--- config.mk ---
export PLATFORM = sky130hd
export DESIGN_NAME = fifo_sync_level
export DESIGN_NICKNAME = d
export VERILOG_FILES = /design/src/rtl/fifo_sync_level.sv
export SDC_FILE = /design/constraint.sdc
export NUM_CORES = 1
export LEC_CHECK = 0
export ABC_AREA = 1
export BUFFER_PORTS_ARGS = -buffer_cell sky130_fd_sc_hd__buf_4
export CAP_MARGIN = 40
export CORE_MARGIN = 2
export CORE_UTILIZATION = 60
export CTS_BUF_LIST = sky130_fd_sc_hd__clkbuf_4
export DETAILED_ROUTE_END_ITERATION = 10
export PLACE_DENSITY = 0.88
export SYNTH_ARGS = -nofsm -noshare
export SYNTH_HDL_FRONTEND = slang
export SYNTH_SLANG_ARGS = --single-unit
--- constraint.sdc ---
create_clock -name CLK -period 3.2 [get_ports CLK]
set_input_delay 0.16 -clock CLK [delete_from_list [all_inputs] [get_ports CLK]]
set_output_delay 0.16 -clock CLK [all_outputs]
set_load 0.02 [all_outputs]
--- src/rtl/fifo_sync_level.sv ---
// Single-clock FIFO with occupancy level, almost-full/almost-empty flags and synchronous flush.
// Define FIFO_SYNC_LEVEL_ERR_EN to build the sticky OVERFLOW/UNDERFLOW error flags.
module fifo_sync_level #(
    parameter int DATA_WIDTH   = 32,
    parameter int DEPTH_LOG2   = 2,
    parameter int FWFT         = 0,
    parameter int AFULL_LEVEL  = (1 << DEPTH_LOG2) - 1,
    parameter int AEMPTY_LEVEL = 1
) (
    input  logic                  CLK,
    input  logic                  nRST,
    input  logic                  CLR,
    input  logic                  W_nEN,
    input  logic [DATA_WIDTH-1:0] W_DATA,
    output logic                  W_FULL,
    input  logic                  R_nEN,
    output logic [DATA_WIDTH-1:0] R_DATA,
    output logic                  R_EMPTY,
    output logic [DEPTH_LOG2:0]   LEVEL,
    output logic                  A_FULL,
    output logic                  A_EMPTY,
    output logic                  OVERFLOW,
    output logic                  UNDERFLOW
);

    localparam int                 D        = 1 << DEPTH_LOG2;
    localparam logic [DEPTH_LOG2:0] PTR_ONE  = {{DEPTH_LOG2{1'b0}}, 1'b1};
    localparam logic [DEPTH_LOG2:0] AFULL_L  = AFULL_LEVEL[DEPTH_LOG2:0];
    localparam logic [DEPTH_LOG2:0] AEMPTY_L = AEMPTY_LEVEL[DEPTH_LOG2:0];

    logic [DATA_WIDTH-1:0] r_mem [D];
    logic [DEPTH_LOG2:0]   r_wptr;
    logic [DEPTH_LOG2:0]   r_rptr;
    logic [DEPTH_LOG2:0]   r_level;
    logic [DEPTH_LOG2:0]   w_level_nxt;
    logic                  w_empty;
    logic                  w_full;
    logic                  w_push;
    logic                  w_pop;

    // Extra pointer MSB distinguishes full from empty when the indices match.
    assign w_empty = (r_wptr == r_rptr);
    assign w_full  = (r_wptr[DEPTH_LOG2] != r_rptr[DEPTH_LOG2]) &&
                     (r_wptr[DEPTH_LOG2-1:0] == r_rptr[DEPTH_LOG2-1:0]);
    assign w_push  = !W_nEN && !w_full && !CLR;
    assign w_pop   = !R_nEN && !w_empty && !CLR;

    assign W_FULL  = w_full;
    assign R_EMPTY = w_empty;
    assign LEVEL   = r_level;
    assign A_FULL  = (r_level >= AFULL_L);
    assign A_EMPTY = (r_level <= AEMPTY_L);

    // Next occupancy from the accepted push/pop pair; flush wins.
    always_comb begin
        w_level_nxt = r_level;
        if (CLR) begin
            w_level_nxt = {(DEPTH_LOG2+1){1'b0}};
        end else begin
            case ({w_push, w_pop})
                2'b10:   w_level_nxt = r_level + PTR_ONE;
                2'b01:   w_level_nxt = r_level - PTR_ONE;
                default: w_level_nxt = r_level;
            endcase
        end
    end

    // Pointer and level registers.
    always_ff @(posedge CLK or negedge nRST) begin
        if (!nRST) begin
            r_wptr  <= {(DEPTH_LOG2+1){1'b0}};
            r_rptr  <= {(DEPTH_LOG2+1){1'b0}};
            r_level <= {(DEPTH_LOG2+1){1'b0}};
        end else if (CLR) begin
            r_wptr  <= {(DEPTH_LOG2+1){1'b0}};
            r_rptr  <= {(DEPTH_LOG2+1){1'b0}};
            r_level <= {(DEPTH_LOG2+1){1'b0}};
        end else begin
            if (w_push) begin
                r_wptr <= r_wptr + PTR_ONE;
            end
            if (w_pop) begin
                r_rptr <= r_rptr + PTR_ONE;
            end
            r_level <= w_level_nxt;
        end
    end

    // Storage array; contents are deliberately left unreset.
    always_ff @(posedge CLK) begin
        if (w_push) begin
            r_mem[r_wptr[DEPTH_LOG2-1:0]] <= W_DATA;
        end
    end

    generate
        if (FWFT != 0) begin : g_fwft
            assign R_DATA = r_mem[r_rptr[DEPTH_LOG2-1:0]];
        end else begin : g_reg
            logic [DATA_WIDTH-1:0] r_rdata;

            // Output register captures the head entry on each accepted pop.
            always_ff @(posedge CLK or negedge nRST) begin
                if (!nRST) begin
                    r_rdata <= {DATA_WIDTH{1'b0}};
                end else if (w_pop) begin
                    r_rdata <= r_mem[r_rptr[DEPTH_LOG2-1:0]];
                end else begin
                    r_rdata <= r_rdata;
                end
            end

            assign R_DATA = r_rdata;
        end
    endgenerate

`ifdef FIFO_SYNC_LEVEL_ERR_EN
    logic r_ovf;
    logic r_udf;

    // Sticky error flags; a request coinciding with flush is not an error.
    always_ff @(posedge CLK or negedge nRST) begin
        if (!nRST) begin
            r_ovf <= 1'b0;
            r_udf <= 1'b0;
        end else if (CLR) begin
            r_ovf <= 1'b0;
            r_udf <= 1'b0;
        end else begin
            r_ovf <= r_ovf | (!W_nEN && w_full);
            r_udf <= r_udf | (!R_nEN && w_empty);
        end
    end

    assign OVERFLOW  = r_ovf;
    assign UNDERFLOW = r_udf;
`else
    assign OVERFLOW  = 1'b0;
    assign UNDERFLOW = 1'b0;
`endif

endmodule

==> results.md <==
- Worst setup path category: flip-flop to flip-flop
- Comb pwr share: 0.261
- Starting density of the core: 0.614
- Initial drt markers: 535
- Clock sinks: 169
- Fmax: 408 MHz
- Wire length on met2: 7.52 mm
- Synth Area per Inst: 12.2 um^2
- Ys flop type: edfxtp_1
- Largest net degree at the start of global routing: 67
- First-pass GRT wire length: 22.2 mm
- Clock skew: 15.4 ps
- Routed wire per std cell: around 18 um
- Post-synthesis sequential area ratio: 0.735
- Mapped cell area: approximately 6600 um^2
- Sequential share of power: 0.524
- Commonest cells post-synth: 128 x edfxtp_1, 127 x nand2_1, 71 x o21ai_0, 70 x nor2_1, 41 x dfrtp_1
- Critical Path Sink Type: flip-flop
- Status: finished clean
- Most frequent cell after synthesis: edfxtp_1
- Pwr dens: 669 nW/um^2
- Die width: 109 um
- Cell row count: 38
- Port bufs: 75
- Internal: 0.00364 W
- Core footprint: about 11000 um^2
- GR Overflow Total: 0
- Number of H-tree levels: 4
- HPWL Detailed: between 8 and 9 mm
- Longest Clk Path Bufs: 2
- Clk pin slew, worst setup/hold paths: around 120 ps
- Met1 wire length: ~5.4 mm
- Yosys top cell by area: edfxtp_1
- P_sw: approximately 0.0017 W
- Fin crit period: 2450 ps
- Worst-Margin Slew: 642 ps
- Switching Share: 0.314
- Worst slack, placed: 809 ps
- Post-CTS sizing: 0
- Multi-input logic area: 1590 um^2
- Synthesized instance count: 543
- Post-synthesis cell type count: 24
- Reg2Reg Depth: 7
- CTS tree: yes
- Ports: just under 80
- Slowest cell on the critical path: dfrtp_1
- Max-slew headroom: 0.572
- Clock Power Share: 0.215
- Total GRT Usage: 0.252
- Hold Path Depth: 4
- RSZ-0062 raised after global routing: false
- RePlAce Congestion: slightly above 0.8
- Clock Latency Late Sink: between 500 and 600 ps
- Yosys warnings: 0
- Final WS setup: 751 ps
- Nets: 699
- Die H: 109 um
- Post-route antenna net violation count: 0
- EDFF count, synth: 128
- Register area: 4870 um^2
- Final Hold Vio Count: 0
- Drt total wl: 14.2 mm
- Setup-failing EPs final: 0
- Final Max Slew Viols: 0
- Seq cells post-synth: 169
- Share of the synthesized area in the top cell type: 0.580
- Pleak: 3.23 nW
- Startpoint class of the critical path: flip-flop
- VDD IR max: 0.357 mV
- Top post-synthesis cells by area: edfxtp_1 58%, dfrtp_1 15%, nand2_1 7.2%
- Worst path arrival time: 2650 ps
- Vias in the first global route: 4633
- Critical path, cell by cell: inv_2 > nand2_1 > nand2_2 > nand3_2 > nand3_2 > nor2_4 > buf_4
- Via-per-instance ratio: 5.60
- CTS root buffer: clkbuf_4
- Async S/R FF share, synth: 0.243
- TNS Setup: 0 ps
- DIE AREA: 11900 um^2
- Top sig layer: met4
- Layout cells sized above 1: 0.195
- Core Util, Final: 0.736
- Postcts setup bufs: 0
- Vias post-DR: 4522
- Hold crit path type: input pin to flip-flop
- Initial antenna violation count: 1
- DRC viols: 0
- Req. time, crit path: approximately 3400 ps
- Met3 routed WL: ~950 um
- Fillers: 660
- Crit-path max FO: 23
- Layout overhead on the synthesized area: 19.9%
- Worst path most repeated cell: nand3_2
- Period utilisation layout: 0.765
- CP max stage delay: 730 ps
- Max_cap viols: 0
- DRT Pass-1 Iters: 5
- CTS buffer count: 17
[layer usage]
| layer | up-vias | GRT usage |
|---|---|---|
| met5 | - | 0 |
| met4 | 0 | 0.123 |
| met3 | 33 | 0.0604 |
| met2 | 217 | 0.430 |
| met1 | 2168 | 0.300 |
| li1 | 2104 | - |
[path summary, 6_finish.rpt]
check | startpoint | endpoint | slack (ps)
max | r_rptr[1]$_DFFE_PN0P_ | r_mem[0][16]$_DFFE_PP_ | 750
min | W_nEN | r_wptr[2]$_DFFE_PN0P_ | 80
max reg2reg | r_rptr[1]$_DFFE_PN0P_ | r_mem[0][16]$_DFFE_PP_ | 750
min reg2reg | R_DATA[8]$_DFFE_PN0P_ | R_DATA[8]$_DFFE_PN0P_ | 500
max in group asynchronous | nRST | r_rptr[0]$_DFFE_PN0P_ | 2600
min in group asynchronous | nRST | LEVEL[2]$_DFFE_PN0P_ | 160
[cells in the final DEF, fill, tap and decap left out]
cell type and n:
ha_1 8, bufinv_16 2, nand3b_1 1, nand3_1 4
clkbuf_4 20, clkinv_1 3, nand3_2 2, dfrtp_1 40
conb_1 2, o21ai_0 71, nor2_8 1, buf_4 84
nand2_2 2, clkinv_2 6, a21oi_1 2, inv_1 16
dlygate4sd3_1 35, inv_2 3, nand3_4 1, and2_1 1
nor2_4 4, nand2_4 2, xor2_1 1, o22ai_1 32
a21oi_2 1, nor2_1 66, edfxtp_1 128, nand2_1 127
diode_2 1, clkinvlp_4 1, dfrtp_2 1
[registers in the layout, summed over array words and instances (netlist names)]
signal and flops:
R_DATA 32, r_rptr 3, LEVEL 3, r_wptr 3, r_mem 128
[stage by stage]
stage | hold WS [ps] | area [um^2] | power (W) | std cells
after floorplan | -136 | 6630 | 0.00359 | 544
after global placement | 185 | 7330 | 0.00411 | 740
after detailed placement | 203 | 7330 | 0.00417 | 740
after CTS | 46.6 | 7940 | 0.00531 | 807
after global routing | 43.2 | 7950 | 0.00558 | 808
final | 79.8 | 7950 | 0.00531 | 808
[cell type report]
class,instances,area share
flip-flops and latches,169,0.613
multi-input cells,328,0.200
repair buffers,119,0.123
well taps,140,0.0220
clock buffers,20,0.0189
clock inverters,12,0.0137
inverters,19,0.00897
diodes,1,0.000315
[power by group through the flow]
stage / Clock, W / Combinational, W / Sequential, W
floorplan: 0 / 0.000538 / 0.00305
global placement: 0 / 0.00130 / 0.00281
detailed placement: 0 / 0.00134 / 0.00283
CTS: 0.00115 / 0.00138 / 0.00278
global route: 0.00124 / 0.00152 / 0.00282
finish: 0.00114 / 0.00139 / 0.00279
[worst max-delay path, delay by kind of cell (launching register included)]
kind / cells / cell delay [ps]
buffers and inverters: 2 / 470
AND/OR/NAND/NOR: 5 / 890
flip-flops: 1 / 730
[logic make-up (layout without fill, tap and decap cells)]
| family | Yosys count | in the layout | share of synthesized area |
|---|---|---|---|
| fa+ha+maj | 8 | 8 | 0.0151 |
| simple gates | 211 | 211 | 0.131 |
| flops | 169 | 169 | 0.735 |
| buf+inv | 47 | 170 | 0.0310 |
| other cells | 1 | 3 | 0.000566 |
| xor+xnor | 1 | 1 | 0.00132 |
| compound gates | 106 | 106 | 0.0867 |
[repair_timing]
item,4_1_cts,5_1_grt
setup endpoints to repair,0,0
hold buffers,35,0
endpoints found under the hold margin,173,0
Note: power is estimated with default switching activity, not from simulation.
